**src/rtl/fir_pkg.sv**
```systemverilog
// Shared types and constants for the FIR test-stimulus loader.
// Holds the FSM encoding, the pattern codes and the pattern constants.
package fir_pkg;

  typedef enum logic [1:0] {
    ST_IDLE = 2'd0,
    ST_FILL = 2'd1,
    ST_ARM  = 2'd2,
    ST_WAIT = 2'd3
  } state_t;

  typedef enum logic [1:0] {
    PAT_RAMP    = 2'd0,
    PAT_LFSR    = 2'd1,
    PAT_IMPULSE = 2'd2,
    PAT_STEP    = 2'd3
  } pat_sel_t;

  localparam logic [7:0] LFSR_TAPS   = 8'hB8;
  localparam logic [7:0] IMPULSE_AMP = 8'h7F;
  localparam logic [7:0] STEP_LEVEL  = 8'h40;

  function automatic logic [7:0] lfsr_next(input logic [7:0] v);
    return (v >> 1) ^ (v[0] ? LFSR_TAPS : 8'h00);
  endfunction

endpackage

```
**src/rtl/fir_sample_loader_if.sv**
```systemverilog
// BRAM write port plus filter start/done handshake.
// The master side is the loader; the slave side is BRAM + filter.
interface fir_sample_loader_if #(
  parameter int ADDR_W = 10,
  parameter int DATA_W = 8
);
  logic [ADDR_W-1:0] mem_addr;
  logic [DATA_W-1:0] mem_wdata;
  logic              mem_we;
  logic              fir_start;
  logic              fir_done;

  modport master (
    output mem_addr,
    output mem_wdata,
    output mem_we,
    output fir_start,
    input  fir_done
  );

  modport slave (
    input  mem_addr,
    input  mem_wdata,
    input  mem_we,
    input  fir_start,
    output fir_done
  );
endinterface

```
**src/rtl/fir_pattern_gen.sv**
```systemverilog
// Deterministic 8-bit test pattern source.
// Owns the LFSR state; the other patterns are pure functions of idx.
module fir_pattern_gen
  import fir_pkg::*;
#(
  parameter int         IDX_W = 5,
  parameter logic [7:0] SEED  = 8'hA5
) (
  input  logic             clk,
  input  logic             rst,
  input  logic             load,
  input  logic             advance,
  input  pat_sel_t         sel,
  input  logic [IDX_W-1:0] idx,
  output logic [7:0]       data
);

  logic [7:0] lfsr;

  // LFSR: reseeded at run start, stepped once per written sample
  always_ff @(posedge clk or posedge rst) begin
    if (rst) begin
      lfsr <= SEED;
    end else if (load) begin
      lfsr <= SEED;
    end else if (advance) begin
      lfsr <= lfsr_next(lfsr);
    end
  end

  // Pattern select
  always_comb begin
    data = 8'h00;
    unique case (sel)
      PAT_RAMP:    data = 8'(idx);
      PAT_LFSR:    data = lfsr;
      PAT_IMPULSE: data = (idx == '0) ? IMPULSE_AMP : 8'h00;
      PAT_STEP:    data = STEP_LEVEL;
    endcase
  end

endmodule

```
**src/rtl/fir_sample_loader.sv**
```systemverilog
// Fills the FIR input region of BRAM with a test pattern, then starts
// the filter and watches for its done edge under a watchdog.
module fir_sample_loader
  import fir_pkg::*;
#(
  parameter int         ADDR_W         = 10,
  parameter int         DATA_W         = 8,
  parameter int         BASE_ADDR      = 0,
  parameter int         SAMPLE_COUNT   = 20,
  parameter logic [7:0] LFSR_SEED      = 8'hA5,
  parameter int         TIMEOUT_CYCLES = 4096
) (
  input  logic       clk,
  input  logic       rst,
  input  logic       go,
  input  logic [1:0] pattern_sel,
  fir_sample_loader_if.master bus,
  output logic       busy,
  output logic       run_ok,
  output logic       timeout
);

  localparam int IDX_W =
    (SAMPLE_COUNT > 0) ? $clog2(SAMPLE_COUNT + 1) : 1;
  localparam int WDOG_W =
    (TIMEOUT_CYCLES > 1) ? $clog2(TIMEOUT_CYCLES) : 1;

  state_t            state;
  state_t            state_nxt;
  pat_sel_t          sel_q;
  logic [IDX_W-1:0]  idx;
  logic [WDOG_W-1:0] wdog;
  logic              go_prev;
  logic              done_prev;
  logic              go_edge;
  logic              done_edge;
  logic              last;
  logic              wdog_exp;
  logic              pat_load;
  logic [7:0]        pat;

  assign go_edge   = go & ~go_prev;
  assign done_edge = bus.fir_done & ~done_prev;
  assign last      = (idx == IDX_W'(SAMPLE_COUNT - 1));
  assign wdog_exp  = (wdog == WDOG_W'(TIMEOUT_CYCLES - 1));
  assign pat_load  = (state == ST_IDLE) && go_edge;

  fir_pattern_gen #(
    .IDX_W (IDX_W),
    .SEED  (LFSR_SEED)
  ) u_pat (
    .clk     (clk),
    .rst     (rst),
    .load    (pat_load),
    .advance (state == ST_FILL),
    .sel     (sel_q),
    .idx     (idx),
    .data    (pat)
  );

  // State register
  always_ff @(posedge clk or posedge rst) begin
    if (rst) state <= ST_IDLE;
    else     state <= state_nxt;
  end

  // Next-state logic
  always_comb begin
    state_nxt = state;
    unique case (state)
      ST_IDLE: if (go_edge)
        state_nxt = (SAMPLE_COUNT == 0) ? ST_ARM : ST_FILL;
      ST_FILL: if (last) state_nxt = ST_ARM;
      ST_ARM:  state_nxt = ST_WAIT;
      ST_WAIT: if (done_edge || wdog_exp) state_nxt = ST_IDLE;
    endcase
  end

  // Datapath: edge history, index, watchdog and status flags
  always_ff @(posedge clk or posedge rst) begin
    if (rst) begin
      go_prev   <= 1'b0;
      done_prev <= 1'b0;
      sel_q     <= PAT_RAMP;
      idx       <= '0;
      wdog      <= '0;
      run_ok    <= 1'b0;
      timeout   <= 1'b0;
    end else begin
      go_prev   <= go;
      done_prev <= bus.fir_done;
      run_ok    <= 1'b0;
      unique case (state)
        ST_IDLE: if (go_edge) begin
          sel_q   <= pat_sel_t'(pattern_sel);
          idx     <= '0;
          timeout <= 1'b0;
        end
        ST_FILL: idx <= idx + 1'b1;
        ST_ARM:  wdog <= '0;
        ST_WAIT: begin
          if (wdog != '1) wdog <= wdog + 1'b1;
          if (done_edge)     run_ok  <= 1'b1;
          else if (wdog_exp) timeout <= 1'b1;
        end
      endcase
    end
  end

  // Write port and start are pure decodes of the registered state
  always_comb begin
    bus.mem_we    = (state == ST_FILL);
    bus.fir_start = (state == ST_ARM);
    bus.mem_addr  = '0;
    bus.mem_wdata = '0;
    if (state == ST_FILL) begin
      bus.mem_addr  = ADDR_W'(BASE_ADDR) + ADDR_W'(idx);
      bus.mem_wdata = DATA_W'(pat);
    end
  end

  assign busy = (state != ST_IDLE);

endmodule

```
**src/flat_wrapper.sv**
```systemverilog
// flat-port wrapper written by rule: the top's interface ports become plain ports
module fir_sample_loader_flat import fir_pkg::*;
#(
  parameter int         ADDR_W         = 10,
  parameter int         DATA_W         = 8,
  parameter int         BASE_ADDR      = 0,
  parameter int         SAMPLE_COUNT   = 20,
  parameter logic [7:0] LFSR_SEED      = 8'hA5,
  parameter int         TIMEOUT_CYCLES = 4096
)
  (clk, rst, go, pattern_sel, busy, run_ok, timeout, bus_mem_addr, bus_mem_wdata, bus_mem_we, bus_fir_start, bus_fir_done);
  fir_sample_loader_if #(.ADDR_W(ADDR_W), .DATA_W(DATA_W)) bus_i ();
  input  logic clk;
  input  logic rst;
  input  logic go;
  input  logic [1:0] pattern_sel;
  output logic busy;
  output logic run_ok;
  output logic timeout;
  output wire logic [$bits(bus_i.mem_addr)-1:0] bus_mem_addr;
  output wire logic [$bits(bus_i.mem_wdata)-1:0] bus_mem_wdata;
  output wire logic [$bits(bus_i.mem_we)-1:0] bus_mem_we;
  output wire logic [$bits(bus_i.fir_start)-1:0] bus_fir_start;
  input wire logic [$bits(bus_i.fir_done)-1:0] bus_fir_done;
  assign bus_mem_addr = bus_i.mem_addr;
  assign bus_mem_wdata = bus_i.mem_wdata;
  assign bus_mem_we = bus_i.mem_we;
  assign bus_fir_start = bus_i.fir_start;
  assign bus_i.fir_done = bus_fir_done;
  fir_sample_loader #(.ADDR_W(ADDR_W), .DATA_W(DATA_W), .BASE_ADDR(BASE_ADDR), .SAMPLE_COUNT(SAMPLE_COUNT), .LFSR_SEED(LFSR_SEED), .TIMEOUT_CYCLES(TIMEOUT_CYCLES)) u_core (.clk(clk), .rst(rst), .go(go), .pattern_sel(pattern_sel), .bus(bus_i), .busy(busy), .run_ok(run_ok), .timeout(timeout));
endmodule
```
**config.mk**
```make
export PLATFORM = sky130hd
export DESIGN_NAME = fir_sample_loader_flat
export DESIGN_NICKNAME = d
export VERILOG_FILES = /design/src/rtl/fir_pkg.sv /design/src/rtl/fir_sample_loader_if.sv /design/src/rtl/fir_pattern_gen.sv /design/src/rtl/fir_sample_loader.sv /design/src/flat_wrapper.sv
export SDC_FILE = /design/constraint.sdc
export NUM_CORES = 1
export LEC_CHECK = 0
export ABC_AREA = 1
export CAP_MARGIN = 30
export CORE_MARGIN = 3
export CORE_UTILIZATION = 54
export CTS_CLUSTER_DIAMETER = 200
export DETAILED_ROUTE_END_ITERATION = 6
export GPL_TIMING_DRIVEN = 0
export PLACE_DENSITY_LB_ADDON = 0.05
export SETUP_SLACK_MARGIN = 0.4
export SLEW_MARGIN = 0
export SYNTH_ARGS = -nofsm -noshare
export SYNTH_HDL_FRONTEND = slang
export SYNTH_SLANG_ARGS = --single-unit
```
**constraint.sdc**
```tcl
create_clock -name clk -period 1.9 [get_ports clk]
set_input_delay 0.38 -clock clk [delete_from_list [all_inputs] [get_ports clk]]
set_output_delay 0.38 -clock clk [all_outputs]
set_load 0.005 [all_outputs]
```
==> results of run 1 <==
==> kinds of logic after synthesis <==
| logic type | Yosys count | share of synthesized area |
|---|---|---|
| flops | 33 | 0.412 |
| simple gates | 116 | 0.261 |
| other cells | 1 | 0.00186 |
| buf+inv | 55 | 0.115 |
| fa+ha+maj | 8 | 0.0496 |
| compound gates | 51 | 0.139 |
| xor+xnor | 5 | 0.0217 |
==> timing repair <==
| item | CTS |
|---|---|
| hold buffers | 0 |
| pin swaps | 23 |
| buffers inserted | 29 |
| resized for setup | 150 |
| endpoints found under the setup margin | 30 |
| gates cloned | 4 |
==> per-stage QoR <==
step	util	TNS [ns]
after detailed placement	0.679	-2.04
after CTS	0.837	-0.128
after floorplan	-	0
after global placement	0.671	-2.45
==> metrics.csv, run 1 <==
stage,metric,value,unit
synthesis,synth_edf_count,0,
global_routing,antenna_found_initial,0,
synthesis,post-synth-top-area-fraction,0.360,
synthesis,synth_flop_cell,dfrtp_1,
synthesis,synthCells,269,
synthesis,synth-seq-cells,33,
global_routing,grt_max_degree,24,
place,place_ws,-0.278,ns
place,portBuffers,23,
clock_network,cts_root_buffer,clkbuf_8,
synthesis,yosysMostFrequentCell,nand2_1,
place,placed_area,2360,um^2
die,dieHeight,67.1,um
die,num_rows,21,
synthesis,yosys-top-cells-area,"dfrtp_1 36%, nand2_1 9.9%, inv_1 8.2%",
synthesis,async_flop_share,1.00,
run_status,tool.error,[ERROR DPL-0033] detailed placement checks failed during check placement.,
clock_network,cts_buffers,5,
synthesis,yosysTopAreaCell,dfrtp_1,
synthesis,synth-warning-count,0,
synthesis,yosysSeqAreaShare,0.412,
run_status,haltStage,global routing (5_1_grt),
place,numPlacedInstances,343,
timing,endpoint_type,primary output,
timing,crit_endpoint,bus_mem_wdata[3],
place,routabilityCongestion,0.870,
die,io-pin-count,29,
clock_network,htreeDepth,2,
synthesis,ys_types,29,
die,start_util,0.582,
die,chipWidth,67.1,um
clock_network,cts.sinks,33,
synthesis,synth_top_cells_by_count,"53 x nand2_1, 44 x inv_1, 29 x dfrtp_1",
run_status,outcome,aborted with a tool error,
clock_network,clk_path_buf_depth,2,
synthesis,syn-cell-area,2020,um^2
synthesis,avgSynthCellArea,7.50,um^2
place,dp.final_hpwl,3130,um
==> inputs of run 2 (changes only) <==
Settings changed: CORE_UTILIZATION 54 to 40, CTS_CLUSTER_DIAMETER 200 to default, PLACE_DENSITY_LB_ADDON 0.05 to 0.15, SETUP_SLACK_MARGIN 0.4 to default.
==> run 2 against run 1 <==
  * The flow now finishes, with violations (setup timing)
  * Synthesized cell count unchanged
  * Synthesized area stayed put
==> metrics.csv, run 2 <==
stage,metric,value,unit,change
timing,finalClockSkew,0.00802,ns,
timing,rsz0062_at_grt,yes,,
layout,reg.largest.list,"u_core.wdog (12), u_core.u_pat.lfsr (8), u_core.idx (5)",,
worst_setup_path,cp_num_buf_inv,4,,
routing,via_count,1840,,
timing,layout_setup_ws,-0.00646,ns,
die,start_util,0.422,,was 0.582
die,chipWidth,77.0,um,was 67.1 um
global_routing,gr-usage-all-layers,0.175,,
worst_setup_path,cpMaxStageDelayCell,dfrtp_1,,
worst_setup_path,path_delay_family,buffers and inverters,,
routing,post_drt_wl_per_cell,12.1,um,
run,cap_viol_max_count,0,,
die,dieHeight,77.0,um,was 67.1 um
layout,n_fill_cell,479,,
layout,drive_gt1_frac,0.254,,
global_routing,grt_pass1_vias,1950,,
power_and_ir_drop,p_leak,1.34,nW,
routing,drtIter0Drc,48,,
routing,routed_wirelength,4770,um,
synthesis,async_flop_share,1.00,,unchanged
synthesis,synth_top_cells_by_count,"53 x nand2_1, 44 x inv_1, 29 x dfrtp_1",,unchanged
run_status,outcome,finished with violations,,was aborted with a tool error
worst_setup_path,cp_max_fo,3,,
layout,syn_to_final_growth,34.2,%,
routing,first_pass_iters,4,,
place,dp.final_hpwl,3340,um,was 3130 um
timing,setup_viol,1,,
timing,fin_setup_tns,-0.00646,ns,
global_routing,overflow,0,,
layout,regMostFlops,u_core.wdog,,
layout,largest_reg_flops,12,,
synthesis,avgSynthCellArea,7.50,um^2,unchanged
place,routabilityCongestion,0.814,,was 0.870
timing,worst_pin_slew,0.775,ns,
synthesis,synth_flop_cell,dfrtp_1,,unchanged
clock_network,clk_path_buf_depth,2,,unchanged
place,portBuffers,23,,unchanged
synthesis,post-synth-top-area-fraction,0.360,,unchanged
worst_setup_path,max_stage_delay,0.39,ns,
worst_setup_path,arrival,1.53,ns,
hold_path,worstHoldPathCells,2,,
worst_setup_path,worstPathCellList,"inv_2, ha_4, nand4_1, buf_4, buf_6, a21oi_2, buf_2",,
global_routing,grt_max_degree,18,,
timing,fin_crit,1.91,ns,
clock_network,clk_pin_slew,0.07,ns,
clock_network,clock_latency,0.28,ns,
die,core,4790,um^2,
clock_network,cts_root_buffer,clkbuf_8,,unchanged
clock_network,htreeDepth,2,,unchanged
worst_setup_path,critPathKind,flop to output port,,
power_and_ir_drop,ir_drop,0.000562,V,
worst_setup_path,r2r_cells,9,,
run_status,violations,setup timing,,
routing,drc,0,,
routing,drtAntennaViolNets,0,,
die,die_area,5930,um^2,
layout,final_common_cell,nand2_1,,
worst_setup_path,crit_required,1.52,ns,
timing,slew_viol_final,0,,
clock_network,cts_buffers,5,,unchanged
timing,fin_crit_sh,1.00,,
synthesis,yosysMostFrequentCell,nand2_1,,unchanged
worst_setup_path,reg2reg_to,u_core.idx[3]$_DFFE_PP0P_,,
synthesis,synth-seq-cells,33,,unchanged
layout,final_cell_mix,"49 x nand2_1, 41 x inv_1, 27 x dfrtp_1",,
synthesis,ys_types,29,,unchanged
layout,n_antenna_cell,0,,
worst_setup_path,r2r_slack,0.17,ns,
hold_path,holdPathEnd,u_core.timeout$_DFFE_PP0P_,,
hold_path,min_path_type,flop to flop,,
synthesis,syn-cell-area,2020,um^2,unchanged
synthesis,synthCells,269,,unchanged
timing,hold_ws,0.503,ns,
die,num_rows,25,,was 21
clock_network,cts.sinks,33,,unchanged
timing,max_freq,525,MHz,
synthesis,yosys-top-cells-area,"dfrtp_1 36%, nand2_1 9.9%, inv_1 8.2%",,unchanged
synthesis,synth-warning-count,0,,unchanged
synthesis,yosysTopAreaCell,dfrtp_1,,unchanged
worst_setup_path,worstReg2RegStart,u_core.state[1]$_DFFE_PP0P_,,
hold_path,holdCritStartpoint,u_core.timeout$_DFFE_PP0P_,,
worst_setup_path,end_kind,output port,,
synthesis,synth_edf_count,0,,unchanged
power_and_ir_drop,powerDensity,1360,nW/um^2,
global_routing,grt_pass1_wl,8540,um,
synthesis,yosysSeqAreaShare,0.412,,unchanged
timing,slew_headroom,0.483,,
layout,nets,340,,
global_routing,antenna_found_initial,0,,
clock_network,cts_tree,yes,,
timing,hold_violations,0,,
routing,routed_via_density,4.67,,
worst_setup_path,critPathLaunchType,flop,,
die,io-pin-count,29,,unchanged
==> run 2: cell counts after synthesis <==
No cell type changed its count.
==> run 2: layer usage <==
layer	share of wire	wire length (um)	track usage	up-vias
met5	0	0	0	-
met2	0.51	2440	0.328	27
met1	0.44	2110	0.203	840
met3	0.036	173	0.0340	4
li1	-	-	-	969
met4	0.0080	38	0.0427	0
==> run 2: through the flow <==
step | util | total power [mW] | cells | setup WS (ns) | cell area (um^2)
floorplan | - | 2.11 | 273 | 0.255 | 2030
global placement | 0.490 | 2.62 | 363 | -0.402 | 2350
detailed placement | 0.496 | 2.67 | 364 | -0.429 | 2370
CTS | 0.561 | 3.66 | 390 | -0.109 | 2680
global route | 0.566 | 4.03 | 394 | -0.109 | 2710
finish | 0.566 | 3.69 | 394 | -0.00646 | 2710
==> run 2: logic make-up after synthesis <==
| family | after synthesis | share of synthesized area |
|---|---|---|
| AOI/OAI and AO/OA | 51 | 0.139 |
| xor gates and xnor gates | 5 | 0.0217 |
| adders and majority gates | 8 | 0.0496 |
| buffers and inverters | 55 | 0.115 |
| DFF | 33 | 0.412 |
| other | 1 | 0.00186 |
| and+or+nand+nor | 116 | 0.261 |
==> run 2: layout make-up <==
type / instances / area (um^2) / area share
buffer: 9 / 87.6 / 0.0323
clock buffer: 6 / 72.6 / 0.0268
clock inverter: 2 / 10.0 / 0.00370
inverter: 45 / 176 / 0.0651
multi-input combinational: 185 / 1030 / 0.380
sequential: 33 / 833 / 0.308
tap: 67 / 83.8 / 0.0309
timing repair buffer: 47 / 415 / 0.153
==> run 2: worst register-to-register path: stages, from the launching register on <==
cell	delay, ns
dfrtp_1	0.39
inv_2	0.08
ha_4	0.15
buf_8	0.12
buf_12	0.11
inv_8	0.04
buf_4	0.12
o21ai_2	0.33
and3_1	0.22
nor3_1	0.04
==> run 2: where the power goes <==
part           leakage (nW)  total [mW]  internal [mW]  switching, mW
registers             0.421        1.14          0.936          0.200
logic                 0.878        2.04          0.994           1.05
clock network        0.0450       0.509          0.254          0.255
total                  1.34        3.69           2.18           1.50
==> run 2: timing repair <==
item	4_1_cts	5_1_grt
pin swaps	8	6
setup buffers	19	5
endpoints found under the setup margin	15	14
hold buffers	0	0
gates resized for setup	70	16
==> run 2: worst max-delay path by stage <==
| stage | depth (start not counted) | startpoint | endpoint |
|---|---|---|---|
| 6_report | 7 | u_core.idx[0]$_DFFE_PP0P_ | bus_mem_wdata[5] |
| 5_1_grt | 7 | u_core.state[0]$_DFFE_PP0P_ | bus_mem_wdata[4] |
| 4_1_cts | 8 | u_core.state[1]$_DFFE_PP0P_ | bus_mem_wdata[7] |
| 3_5_place_dp | 7 | u_core.state[1]$_DFFE_PP0P_ | bus_mem_wdata[2] |
| 3_3_place_gp | 7 | u_core.state[1]$_DFFE_PP0P_ | bus_mem_wdata[7] |
| 2_1_floorplan | 6 | u_core.state[1]$_DFFE_PP0P_ | bus_mem_wdata[7] |
(Power assumes the default switching activity.)
==> inputs of run 3 (changes only) <==
--- a/config.mk
+++ b/config.mk
@@ -8,5 +8,4 @@
 export ABC_AREA = 1
 export CAP_MARGIN = 30
-export CORE_MARGIN = 3
 export CORE_UTILIZATION = 40
 export DETAILED_ROUTE_END_ITERATION = 6
==> constraint.sdc (replaced) <==
create_clock -name clk -period 2.42 [get_ports clk]
set_input_delay 0.484 -clock clk [delete_from_list [all_inputs] [get_ports clk]]
set_output_delay 0.484 -clock clk [all_outputs]
set_load 0.1 [all_outputs]
==> run 3 against run 2 <==
  * Critical path type unchanged
  * Non-clock buffer count fell by 21
  * Wire length fell by 11%
  * Global-route usage rose by 0.74 points
  * Power fell by 8.9%
  * Flip-flop and latch count did not move
  * Clock skew fell by 0.0018 ns
  * Highest routed layer unchanged
  * The run now ends clean
  * Sequential power fell by 21%
  * Final area fell by 6.6%
  * Clock power fell by 8.3%
==> metrics.csv, run 3 (synthesis gave the netlist of run 2 again) <==
stage,metric,value,unit,change
run,cap_viol_max_count,0,,unchanged
worst_setup_path,startpoint,u_core.state[1]$_DFFE_PP0P_,,was u_core.idx[0]$_DFFE_PP0P_
place,dp.final_hpwl,3120,um,was 3340 um
clock_network,htreeDepth,2,,unchanged
timing,slew_headroom,0.351,,was 0.483
layout,reg.largest.list,"u_core.wdog (12), u_core.u_pat.lfsr (8), u_core.idx (5)",,unchanged
power_and_ir_drop,powerDensity,1330,nW/um^2,was 1360 nW/um^2
die,chipWidth,73.0,um,was 77.0 um
routing,via_count,1761,,"was 1,840"
clock_network,cts.sinks,33,,unchanged
die,io-pin-count,29,,unchanged
worst_setup_path,critPathKind,flop to output port,,unchanged
power_and_ir_drop,combPwrFrac,0.594,,was 0.554
clock_network,cts_root_buffer,clkbuf_8,,unchanged
timing,slew_viol_final,0,,unchanged
routing,routed_via_density,4.72,,was 4.67
worst_setup_path,crit_required,1.94,ns,was 1.52 ns
global_routing,overflow,0,,unchanged
power_and_ir_drop,p_leak,1.15,nW,was 1.34 nW
clock_network,ctsHoldBuffers,0,,unchanged
worst_setup_path,end_kind,output port,,unchanged
clock_network,cts_buffers,5,,unchanged
layout,regMostFlops,u_core.wdog,,unchanged
die,start_util,0.422,,unchanged
timing,hold_violations,0,,unchanged
routing,drc,0,,unchanged
layout,final_common_cell,nand2_1,,unchanged
power_and_ir_drop,switching_share,0.548,,was 0.408
worst_setup_path,critPathCapture,bus_mem_wdata[7],,was bus_mem_wdata[5]
global_routing,antenna_found_initial,0,,unchanged
power_and_ir_drop,p_int,1.52,mW,was 2.18 mW
routing,routed_wirelength,4240,um,was 4770 um
global_routing,grt_pass1_wl,7420,um,was 8540 um
die,num_rows,25,,unchanged
timing,max_freq,438,MHz,
timing,fin_crit_sh,0.942,,
hold_path,min_path_type,flop to flop,,unchanged
worst_setup_path,r2r_slack,0.81,ns,was 0.17 ns
power_and_ir_drop,p_sw,1.84,mW,was 1.50 mW
timing,layout_setup_ws,0.139,ns,was -0.00646 ns
worst_setup_path,critPathLaunchType,flop,,unchanged
place,portBuffers,23,,unchanged
clock_network,clk_path_buf_depth,2,,unchanged
timing,fin_crit,2.28,ns,
layout,n_antenna_cell,0,,unchanged
run_status,outcome,"finished, final reports clean",,was finished with violations
routing,first_pass_iters,4,,unchanged
place,place_ws,-0.718,ns,was -0.429 ns
timing,setup_viol,0,,was 1
layout,largest_reg_flops,12,,unchanged
clock_network,clock_latency,0.29,ns,was 0.28 ns
worst_setup_path,worstReg2RegStart,u_core.state[0]$_DFFE_PP0P_,,was u_core.state[1]$_DFFE_PP0P_
worst_setup_path,reg2reg_to,u_core.u_pat.lfsr[0]$_DFFE_PP1P_,,was u_core.idx[3]$_DFFE_PP0P_
worst_setup_path,arrival,1.80,ns,was 1.53 ns
clock_network,clk_pin_slew,0.07,ns,about the same
power_and_ir_drop,seq_power_share,0.267,,was 0.308
die,core,4790,um^2,unchanged
layout,n_fill_cell,473,,was 479
routing,drtAntennaViolNets,0,,unchanged
routing,drtIter0Drc,59,,was 48
global_routing,grt_max_degree,24,,was 18
layout,post-route-util,0.529,,was 0.566
clock_network,cts_tree,yes,,unchanged
layout,drive_gt1_frac,0.206,,was 0.254
global_routing,grt_pass1_vias,1673,,"was 1,950"
global_routing,gr-usage-all-layers,0.182,,was 0.175
worst_setup_path,cp_max_fo,10,,was 3
timing,finalClockSkew,0.00626,ns,was 0.00802 ns
power_and_ir_drop,clkPwrFrac,0.139,,was 0.138
layout,nets,319,,was 340
timing,rsz0062_at_grt,no,,was yes
layout,syn_to_final_growth,25.4,%,was 34.2%
power_and_ir_drop,ir_drop,0.000788,V,was 0.000562 V
die,dieHeight,73.0,um,was 77.0 um
die,die_area,5330,um^2,was 5930 um^2
layout,final_cell_mix,"53 x nand2_1, 35 x inv_1, 29 x dfrtp_1",,"was 49 x nand2_1, 41 x inv_1, 27 x dfrtp_1"
worst_setup_path,r2r_cells,7,,was 9
timing,worst_pin_slew,0.971,ns,was 0.775 ns
place,routabilityCongestion,0.801,,was 0.814
routing,post_drt_wl_per_cell,11.4,um,was 12.1 um
run 3: cell types whose count changed in the layout (fill, tap and decap cells not counted), moves of 5 or more:
cell        previous run  this run
o21ai_0               20        25
buf_4                 24        10
clkinvlp_4             0         6
inv_1                 41        35
run 3: critical path: stages, from the launching register on:
cell	delay, ns
dfrtp_1	0.43
inv_2	0.11
ha_4	0.13
buf_4	0.13
clkbuf_2	0.23
nand2_1	0.14
nor2_4	0.13
buf_6	0.22
run 3: timing repair:
action	CTS	global route
gates resized for setup	74	16
endpoints found under the setup margin	16	11
setup buffers	1	0
pin swaps	1	0
run 3: routing by layer:
metal	GRT usage	wire length, um	vias to the layer above
li1	-	-	923
met1	0.232	2010	797
met5	0	0	-
met2	0.301	2030	34
met4	0.0675	65	0
met3	0.0414	132	7
run 3: final cells by class:
cell class / instances / area [um^2] / area share
clock buffer: 7 / 96.3 / 0.0381
clock inverter: 1 / 5.00 / 0.00198
tap: 67 / 83.8 / 0.0331
sequential: 33 / 831 / 0.328
multi-input combinational: 185 / 998 / 0.394
inverter: 45 / 191 / 0.0756
buffer: 10 / 65.1 / 0.0257
timing repair buffer: 25 / 260 / 0.103
run 3: power by group through the flow:
stage	sequential, mW	combinational, mW	clock [mW]
floorplan	0.930	1.54	0
CTS	0.894	1.97	0.481
global placement	0.900	1.96	0
detailed placement	0.904	1.98	0
finish	0.898	2.00	0.467
global route	0.926	2.17	0.506
run 3: per-stage QoR:
| stage | power, mW | TNS (ns) | std cells | hold slack (ns) | area (um^2) |
|---|---|---|---|---|---|
| final | 3.36 | 0 | 373 | 0.517 | 2530 |
| after global routing | 3.60 | 0 | 373 | 0.538 | 2530 |
| after floorplan | 2.47 | -0.0785 | 273 | 0.467 | 2080 |
| after global placement | 2.86 | -6.75 | 363 | 0.485 | 2400 |
| after detailed placement | 2.89 | -6.98 | 364 | 0.491 | 2420 |
| after CTS | 3.35 | 0 | 373 | 0.518 | 2520 |
run 3: worst min-delay path by stage:
stage	from	end	slack [ns]	cells after the start
floorplan	u_core.u_pat.lfsr[1]$_DFFE_PP0P_	u_core.u_pat.lfsr[0]$_DFFE_PP1P_	0.47	2
global placement	u_core.u_pat.lfsr[1]$_DFFE_PP0P_	u_core.u_pat.lfsr[0]$_DFFE_PP1P_	0.49	2
detailed placement	u_core.timeout$_DFFE_PP0P_	u_core.timeout$_DFFE_PP0P_	0.49	2
CTS	u_core.timeout$_DFFE_PP0P_	u_core.timeout$_DFFE_PP0P_	0.52	2
global route	u_core.u_pat.lfsr[5]$_DFFE_PP1P_	u_core.u_pat.lfsr[5]$_DFFE_PP1P_	0.54	2
finish	u_core.done_prev$_DFF_PP0_	u_core.run_ok$_DFF_PP0_	0.52	3
==> inputs of run 4 (changes only) <==
==> constraint.sdc (replaced) <==
create_clock -name clk -period 2.42 [get_ports clk]
set_input_delay 0.484 -clock clk [delete_from_list [all_inputs] [get_ports clk]]
set_output_delay 0.484 -clock clk [all_outputs]
set_load 0.005 [all_outputs]
==> run 4 against run 3 <==
  * Worst hold slack got worse by 0.017 ns
  * Critical path type unchanged
  * Clock power barely moved
  * Clock-buffer cell count did not move
  * First-iteration DRC count rose by 56%
  * Largest cell class unchanged
  * Combinational power fell by 32%
  * Sequential power fell by 0.4%
  * Highest routed layer unchanged
  * Final area rose by 4.0%
  * Sequential share of layout area fell by 1.2 points
  * Wire length rose by 2.9%
  * Non-clock buffer count rose by 12
  * Flip-flop and latch count did not move
  * Fmax fell by 2.4%
==> metrics.csv, run 4 (synthesis gave the netlist of run 2 again) <==
stage,metric,value,unit,change
worst_setup_path,crit_required,1.94,ns,about the same
global_routing,grt_pass1_wl,7530,um,was 7420 um
die,chipWidth,73.0,um,unchanged
place,routabilityCongestion,0.809,,was 0.801
timing,hold_violations,0,,unchanged
layout,n_antenna_cell,0,,unchanged
timing,setup_viol,0,,unchanged
run_status,outcome,"finished, final reports clean",,unchanged
power_and_ir_drop,powerDensity,1040,nW/um^2,was 1330 nW/um^2
place,portBuffers,23,,unchanged
layout,design_area,2630,um^2,was 2530 um^2
timing,finalClockSkew,0.00924,ns,was 0.00626 ns
timing,fin_crit_sh,0.966,,was 0.942
clock_network,htreeDepth,2,,unchanged
layout,regMostFlops,u_core.wdog,,unchanged
power_and_ir_drop,p_leak,1.33,nW,was 1.15 nW
clock_network,cts.sinks,33,,unchanged
clock_network,clk_path_buf_depth,2,,unchanged
power_and_ir_drop,ir_drop,0.000442,V,was 0.000788 V
layout,reg.largest.list,"u_core.wdog (12), u_core.u_pat.lfsr (8), u_core.idx (5)",,unchanged
global_routing,grt_pass1_vias,1766,,"was 1,673"
timing,slew_headroom,0.581,,was 0.351
hold_path,min_path_type,flop to flop,,unchanged
die,dieHeight,73.0,um,unchanged
clock_network,cts_tree,yes,,unchanged
layout,largest_reg_flops,12,,unchanged
clock_network,clock_latency,0.29,ns,about the same
worst_setup_path,critPathLaunchType,flop,,unchanged
worst_setup_path,cpMaxStageDelayCell,clkdlybuf4s50_1,,was dfrtp_1
die,io-pin-count,29,,unchanged
layout,drive_gt1_frac,0.176,,was 0.206
clock_network,cts_buffers,5,,unchanged
die,num_rows,25,,unchanged
routing,routed_via_density,4.70,,was 4.72
timing,max_freq,428,MHz,was 438 MHz
run,cap_viol_max_count,0,,unchanged
global_routing,grt_max_degree,21,,was 24
place,dp.final_hpwl,3130,um,was 3120 um
routing,drtIter0Drc,92,,was 59
timing,worst_pin_slew,0.628,ns,was 0.971 ns
layout,final_common_cell,nand2_1,,unchanged
timing,slew_viol_final,0,,unchanged
clock_network,clk_pin_slew,0.07,ns,about the same
global_routing,antenna_found_initial,0,,unchanged
worst_setup_path,cp_max_fo,5,,was 10
worst_setup_path,critPathKind,flop to output port,,unchanged
worst_setup_path,path_delay_family,buffers and inverters,,unchanged
routing,routed_wirelength,4370,um,was 4240 um
layout,n_fill_cell,480,,was 473
worst_setup_path,arrival,1.85,ns,was 1.80 ns
clock_network,cts_root_buffer,clkbuf_8,,unchanged
layout,nets,331,,was 319
die,start_util,0.422,,unchanged
place,placed_area,2370,um^2,was 2420 um^2
routing,drtAntennaViolNets,0,,unchanged
worst_setup_path,end_kind,output port,,unchanged
global_routing,gr-usage-all-layers,0.183,,was 0.182
routing,drc,0,,unchanged
routing,post_drt_wl_per_cell,11.3,um,was 11.4 um
worst_setup_path,max_stage_delay,0.48,ns,was 0.43 ns
layout,final_cells,385,,was 373
worst_setup_path,cp_num_buf_inv,3,,was 4
global_routing,overflow,0,,unchanged
place,numPlacedInstances,364,,unchanged
layout,syn_to_final_growth,30.4,%,was 25.4%
timing,fin_crit,2.34,ns,was 2.28 ns
die,core,4790,um^2,unchanged
routing,first_pass_iters,4,,unchanged
die,die_area,5330,um^2,unchanged
layout,final_cell_mix,"53 x nand2_1, 41 x inv_1, 27 x dfrtp_1",,"was 53 x nand2_1, 35 x inv_1, 29 x dfrtp_1"
worst_setup_path,worstPathCellList,"inv_2, ha_1, nand4_1, nand2_1, o211ai_1, inv_1, clkdlybuf4s50_1",,"was inv_2, ha_4, buf_4, clkbuf_2, nand2_1, nor2_4, buf_6"
clock_network,ctsHoldBuffers,0,,unchanged
routing,via_count,1809,,"was 1,761"
[run 4: changes by cell type in the layout (fill, tap and decap cells not counted), sizes merged]
cell           change
clkdlybuf4s50     +10
clkinvlp           -6
inv                +6
dlymetal6s2s       +4
clkdlybuf4s15      -3
dlygate4sd2        +1
[run 4: what timing repair did]
action,CTS,global route
gates resized for setup,20,9
setup buffers,4,9
pin swaps,1,2
endpoints found under the setup margin,11,7
[run 4: layout make-up]
type | instances | area (um^2) | share of cell area
buffer | 10 | 86.3 | 0.0328
clock buffer | 7 | 96.3 | 0.0366
clock inverter | 1 | 5.00 | 0.00190
inverter | 45 | 171 | 0.0651
multi-input combinational | 185 | 992 | 0.377
sequential | 33 | 833 | 0.317
tap | 67 | 83.8 | 0.0319
timing repair buffer | 37 | 363 | 0.138
[run 4: path summary, 6_finish.rpt]
path / slack, ns / to / depth (start not counted) / from
setup / recovery: 0.08 / bus_mem_wdata[3] / 7 / u_core.idx[0]$_DFFE_PP0P_
hold / removal: 0.50 / u_core.u_pat.lfsr[0]$_DFFE_PP1P_ / 2 / u_core.u_pat.lfsr[1]$_DFFE_PP0P_
setup reg to reg: 0.73 / u_core.wdog[5]$_DFFE_PP0P_ / 8 / u_core.state[1]$_DFFE_PP0P_
hold reg to reg: 0.50 / u_core.u_pat.lfsr[0]$_DFFE_PP1P_ / 2 / u_core.u_pat.lfsr[1]$_DFFE_PP0P_
max in group asynchronous: 1.25 / u_core.u_pat.lfsr[2]$_DFFE_PP1P_ / 3 / rst
min in group asynchronous: 0.57 / u_core.u_pat.lfsr[6]$_DFFE_PP0P_ / 2 / rst
[run 4: routing by layer]
metal  part of all wire  track usage  vias to the layer above
met5                  0            0                        -
met4              0.013       0.0588                        0
met3              0.037       0.0414                        7
met2               0.48        0.317                       41
met1               0.47        0.224                      814
li1                   -            -                      947
[run 4: worst min-delay path: cells and delay by family, from the launching register on]
family	cells	cell delay, ns
AO/OA/AOI/OAI	2	0.13
flip-flops	1	0.35
[run 4: power by group]
| group | internal [mW] | switching (mW) | leakage, nW |
|---|---|---|---|
| clock | 0.257 | 0.209 | 0.0542 |
| combinational | 0.635 | 0.739 | 0.850 |
| sequential | 0.735 | 0.159 | 0.421 |
| total | 1.63 | 1.11 | 1.33 |
[run 4: through the flow]
step,hold slack [ns],power [mW],util,TNS [ns],setup WS [ns]
floorplan,0.467,1.65,-,0,0.671
global placement,0.481,2.06,0.490,-0.00659,-0.00659
global route,0.528,2.97,0.550,-0.0330,-0.0267
CTS,0.507,2.66,0.530,0,0.00800
finish,0.501,2.73,0.550,0,0.0826
detailed placement,0.488,2.09,0.496,-0.0114,-0.0114
